**src/rtl/imem_loader_pkg.sv**
```systemverilog
// Shared types and constants for the instruction-memory program loader.
// Checksum support is selected with IMEM_LOADER_CHECKSUM_EN.
package imem_loader_pkg;

  localparam int BYTES_PER_WORD = 4;
  localparam logic [31:0] DEF_BASE_ADDR = 32'h0000_0000;

  typedef enum logic [2:0] {
    IDLE,
    RECV,
    WRITE,
    CHECK,
    DONE
  } state_t;

endpackage

```
**src/rtl/imem_loader_byte_packer.sv**
```systemverilog
// Little-endian byte packer: inserts four bytes into a 32-bit word.
// word_full pulses on the handshake that supplies the fourth byte.
module byte_packer
  import imem_loader_pkg::*;
(
  input  logic        clk,
  input  logic        rst,
  input  logic        clr,
  input  logic        en,
  input  logic [7:0]  data,
  output logic [31:0] word_nxt,
  output logic        word_full
);

  localparam logic [1:0] LAST_IDX = 2'(BYTES_PER_WORD - 1);

  logic [31:0] word;
  logic [1:0]  idx;

  always_comb begin
    word_nxt = word;
    word_nxt[{idx, 3'b000} +: 8] = data;
    word_full = en && (idx == LAST_IDX);
  end

  always_ff @(posedge clk or negedge rst) begin
    if (!rst) begin
      word <= '0;
      idx  <= '0;
    end else if (clr) begin
      word <= '0;
      idx  <= '0;
    end else if (en) begin
      word <= word_nxt;
      idx  <= idx + 2'd1;
    end
  end

endmodule

```
**src/rtl/imem_loader.sv**
```systemverilog
// Program loader: packs a byte stream into words, writes instruction
// memory from BASE_ADDR and holds the core in reset until complete.
// Optional trailing XOR checksum byte: define IMEM_LOADER_CHECKSUM_EN.
module imem_loader
  import imem_loader_pkg::*;
#(
  parameter logic [31:0] BASE_ADDR = DEF_BASE_ADDR,
  parameter int          MAX_WORDS = 256,
  parameter int          CNT_W     = 9
) (
  input  logic             clk,
  input  logic             rst,
  input  logic             start,
  input  logic [CNT_W-1:0] len_words,
  input  logic             byte_valid,
  input  logic [7:0]       byte_data,
  output logic             byte_ready,
  output logic             mem_we,
  output logic [31:0]      mem_addr,
  output logic [31:0]      mem_wdata,
  output logic             core_rst,
  output logic             busy,
  output logic             done,
  output logic             err
);

  localparam logic [CNT_W-1:0] MAX_L = CNT_W'(MAX_WORDS);

  state_t           state, state_d;
  logic [CNT_W-1:0] len;
  logic [CNT_W-1:0] word_idx;
  logic [CNT_W-1:0] len_c;
  logic             start_ok;
  logic             pk_en;
  logic             word_full;
  logic [31:0]      word_nxt;
  logic             last_word;

  assign len_c     = (len_words > MAX_L) ? MAX_L : len_words;
  assign last_word = (word_idx + CNT_W'(1)) == len;
  assign pk_en     = (state == RECV) && byte_valid;

  byte_packer u_pack (
    .clk       (clk),
    .rst       (rst),
    .clr       (start_ok),
    .en        (pk_en),
    .data      (byte_data),
    .word_nxt  (word_nxt),
    .word_full (word_full)
  );

  always_comb begin
    state_d  = state;
    start_ok = 1'b0;
    unique case (state)
      IDLE, DONE: begin
        if (start) begin
          start_ok = 1'b1;
          state_d  = (len_words == '0) ? DONE : RECV;
        end
      end
      RECV: begin
        if (word_full) state_d = WRITE;
      end
      WRITE: begin
        if (!last_word) state_d = RECV;
`ifdef IMEM_LOADER_CHECKSUM_EN
        else state_d = CHECK;
`else
        else state_d = DONE;
`endif
      end
`ifdef IMEM_LOADER_CHECKSUM_EN
      CHECK: begin
        if (byte_valid) state_d = DONE;
      end
`endif
      default: state_d = IDLE;
    endcase
  end

  always_ff @(posedge clk or negedge rst) begin
    if (!rst) begin
      state     <= IDLE;
      len       <= '0;
      word_idx  <= '0;
      mem_addr  <= BASE_ADDR;
      mem_wdata <= '0;
    end else begin
      state <= state_d;
      if (start_ok) begin
        len      <= len_c;
        word_idx <= '0;
      end
      // Address and data are registered as the word completes, so they
      // are stable through the WRITE cycle and hold afterwards.
      if (word_full) begin
        mem_addr  <= BASE_ADDR
                   + 32'(word_idx) * 32'(BYTES_PER_WORD);
        mem_wdata <= word_nxt;
      end
      if (state == WRITE) word_idx <= word_idx + CNT_W'(1);
    end
  end

`ifdef IMEM_LOADER_CHECKSUM_EN
  logic [7:0] csum;
  logic       err_q;

  always_ff @(posedge clk or negedge rst) begin
    if (!rst) begin
      csum  <= '0;
      err_q <= 1'b0;
    end else begin
      if (start_ok) begin
        csum  <= '0;
        err_q <= 1'b0;
      end else if (pk_en) begin
        csum <= csum ^ byte_data;
      end
      if (state == CHECK && byte_valid)
        err_q <= (byte_data != csum);
    end
  end

  assign err        = err_q;
  assign byte_ready = (state == RECV) || (state == CHECK);
  assign busy       = (state == RECV) || (state == WRITE)
                   || (state == CHECK);
`else
  assign err        = 1'b0;
  assign byte_ready = (state == RECV);
  assign busy       = (state == RECV) || (state == WRITE);
`endif

  assign mem_we   = (state == WRITE);
  assign done     = (state == DONE);
  assign core_rst = (state == DONE) && !err;

endmodule

```
**config.mk**
```make
export PLATFORM = sky130hd
export DESIGN_NAME = imem_loader
export DESIGN_NICKNAME = d
export VERILOG_FILES = /design/src/rtl/imem_loader_pkg.sv /design/src/rtl/imem_loader_byte_packer.sv /design/src/rtl/imem_loader.sv
export SDC_FILE = /design/constraint.sdc
export NUM_CORES = 1
export LEC_CHECK = 0
export BUFFER_PORTS_ARGS = -buffer_cell sky130_fd_sc_hd__buf_2
export CAP_MARGIN = 25
export CORE_MARGIN = 2
export CORE_UTILIZATION = 30
export DETAILED_ROUTE_END_ITERATION = 12
export GPL_TIMING_DRIVEN = 0
export PLACE_DENSITY = 0.52
export SLEW_MARGIN = 10
export SYNTH_ARGS = -nofsm -noshare
export SYNTH_HDL_FRONTEND = slang
export SYNTH_SLANG_ARGS = --single-unit
export TNS_END_PERCENT = 1
```
**constraint.sdc**
```tcl
create_clock -name clk -period 4.2 [get_ports clk]
set_input_delay 0.84 -clock clk [delete_from_list [all_inputs] [get_ports clk]]
set_output_delay 0.84 -clock clk [all_outputs]
set_load 0.05 [all_outputs]
```
==> qor.csv <==
stage;metric;value;unit
setup_path;critPathRequiredTime;3.36;ns
clock_tree;cts_tree;yes;
floorplan;fp.dieW;123;um
power_and_ir_drop;pwr_density_cell;681;nW/um2
clock_tree;clk_latency;0.34;ns
floorplan;core;13800;um2
yosys;synth_common_cells;nand2_1 (91), dfrtp_1 (88), a21oi_1 (33), o21ai_0 (33), a22o_1 (29);
run_status;outcome;complete, no violations;
sta;finalSetupViolations;0;
sta;fin_skew;0.00862;ns
global_route;antenna_found_initial;0;
yosys;synth_top_area_share;51.9;%
yosys;synthArstFlopShare;100;%
global_route;grt_max_degree;47;
drt;routed_wl;10300;um
drt;antenna_left;0;
yosys;yosys-top-cells-area;dfrtp_1 (52%), nand2_1 (8.1%), a22o_1 (6.0%);
power_and_ir_drop;p_leak;2.63;nW
sta;finalCriticalPeriod;2.84;ns
yosys;ys_types;47;
yosys;ys_ff_latch;88;
clock_tree;postCtsSetupRepairBufs;0;
clock_tree;path_clk_slew;0.06;ns
sta;fin_crit_sh;67.6;%
global_route;track_usage;14.7;%
placement;place_area;4870;um2
yosys;syn-cell-area;4240;um2
global_route;grt_pass1_wl;17100;um
yosys;syn_area_per_cell;9.59;um2
drt;wl_per_cell;14.3;um
sta;rsz0062_at_grt;no;
cells_and_area;drive_above_1_share;20.9;%
floorplan;die-area;15100;um2
clock_tree;clk_path_buf_depth;2;
yosys;yosys_warnings;0;
yosys;synth.yosys.seq_area_share;51.9;%
clock_tree;postCtsHoldBufs;0;
drt;drt-pass1-iter-count;4;
sta;hold_viol_final;0;
sta;worst-slew-pin-transition;0.910;ns
setup_path;ff2ff_setup_slack;1.64;ns
cells_and_area;diodes;0;
cells_and_area;syn_to_final_growth;22.0;%
sta;max_freq;352;MHz
clock_tree;clock-root-buffer;clkbuf_16;
yosys;syn_inst;442;
clock_tree;cts_resized;0;
placement;numPlacedInstances;704;
global_route;grt_overflow;0;
floorplan;start_util;30.7;%
drt;drt_iter0_drc;168;
cells_and_area;fin_cells;720;
floorplan;dieHeight;123;um
cells_and_area;final_area;5170;um2
sta;report.final.slew_viol_count;0;
yosys;synth_ff_type;dfrtp_1;
setup_path;worstPathMaxFanout;10;
placement;portBuffers;58;
clock_tree;htree_num_levels;3;
floorplan;num_rows;43;
run;maxCapViolCount;0;
drt;vias_per_cell;4.68;
setup_path;critPathLaunchType;register;
clock_tree;numCtsBuffers;9;
drt;dr_total_vias;3372;
sta;relSlewSlack;38.9;%
power_and_ir_drop;ir_worst_vdd;0.000216;V
min_path;hp-class;register to register;
yosys;yosysTopAreaCell;dfrtp_1;
drt;remaining_drc_errors;0;
yosys;synth.most_common_cell;nand2_1;
global_route;first_global_vias;3295;
sta;finalSetupTns;0;ns
cells_and_area;nNetsFinal;562;
placement;place_congestion;0.801;
placement;dpl.hpwl;7410;um
clock_tree;clkSinkCount;88;
floorplan;ios;91;
yosys;synth_edf_count;0;
setup_path;criticalPathCategory;register to output pin;
setup_path;worst_ep_arrival_time;2.00;ns
setup_path;cp-end-kind;output pin;
[placed cells by master, fill, tap and decap left out, types with 3 or more instances in the layout]
cell / count
a22o_1: 29
a21oi_1: 33
buf_1: 3
clkbuf_1: 23
xor2_1: 8
inv_1: 5
nor3_1: 6
buf_4: 26
clkbuf_16: 9
dfrtp_1: 88
nand3b_1: 8
and2_1: 4
buf_2: 61
nor2_1: 6
nand3_1: 12
conb_1: 24
nor2b_1: 24
o21ai_0: 33
ha_1: 6
nand2_1: 91
xnor2_1: 3
[critical path, cell delays in order (launching register included)]
cell      delay (ns)
dfrtp_1         0.41
nor2_1          0.12
nand2_1         0.20
inv_1           0.13
clkbuf_1        0.35
or2_2           0.21
buf_2           0.26
[worst paths after layout]
kind	from	end	cells after the start
worst max-delay path	state[0]$_DFFE_PN0P_	busy	6
worst min-delay path	mem_wdata[29]$_DFFE_PN0P_	mem_wdata[29]$_DFFE_PN0P_	2
worst max register to register	u_pack.idx[0]$_DFFE_PN0P_	u_pack.word[19]$_DFFE_PN0P_	7
worst min register to register	mem_wdata[29]$_DFFE_PN0P_	mem_wdata[29]$_DFFE_PN0P_	2
max in group asynchronous	rst	mem_addr[10]$_DFFE_PN0P_	2
min in group asynchronous	rst	mem_wdata[3]$_DFFE_PN0P_	1
[stage by stage]
step / power, mW / worst slack (ns) / utilization [%] / hold slack (ns)
CTS: 3.56 / 1.33 / 37.4 / 0.470
global route: 3.75 / 1.18 / 37.4 / 0.501
global placement: 2.71 / 1.48 / 35.0 / 0.451
floorplan: 2.37 / 1.42 / - / 0.458
finish: 3.52 / 1.36 / 37.4 / 0.466
detailed placement: 2.74 / 1.65 / 35.2 / 0.456
[layout make-up]
| class | instances | area (um2) |
|---|---|---|
| Fill cell | 1448 | 8660 |
| Inverter | 6 | 22.5 |
| Buffer | 54 | 302 |
| Clock buffer | 11 | 243 |
| Clock inverter | 5 | 56.3 |
| Sequential cell | 88 | 2200 |
| Tap cell | 180 | 225 |
| Multi-Input combinational cell | 317 | 1800 |
| Timing Repair Buffer | 59 | 320 |
[cells by family (layout without fill, tap and decap cells)]
kind of cell    after synthesis  in the layout  share of synthesized area [%]
compound gates              108            108                           16.3
mux                           2              2                          0.502
buf+inv                      60            135                           7.64
flops                        88             88                           51.9
simple gates                165            165                           19.1
fa+ha+maj                     6              6                           1.77
other cells                   1             24                         0.0884
xor+xnor                     12             12                           2.66
[power breakdown]
group	switching, mW	total (mW)	internal (mW)
clock	0.336	0.813	0.477
sequential	0.154	1.25	1.09
combinational	1.07	1.46	0.398
total	1.56	3.52	1.97
[registers in the layout, summed over array words and instances, names as in the netlist]
register	flops
u_pack.idx	2
mem_wdata	32
len	9
state	3
mem_addr	9
word_idx	9
u_pack.word	24
[per-layer routing]
| layer | share of wire [%] | track usage (%) | routed length (um) | vias to the layer above |
|---|---|---|---|---|
| li1 | - | - | - | 1652 |
| met1 | 49 | 20.5 | 5100 | 1638 |
| met2 | 44 | 22.0 | 4550 | 71 |
| met3 | 4.9 | 3.51 | 503 | 11 |
| met4 | 1.7 | 5.68 | 175 | 0 |
| met5 | 0 | 0 | 0 | - |
Note: power is estimated with default switching activity, not from simulation.
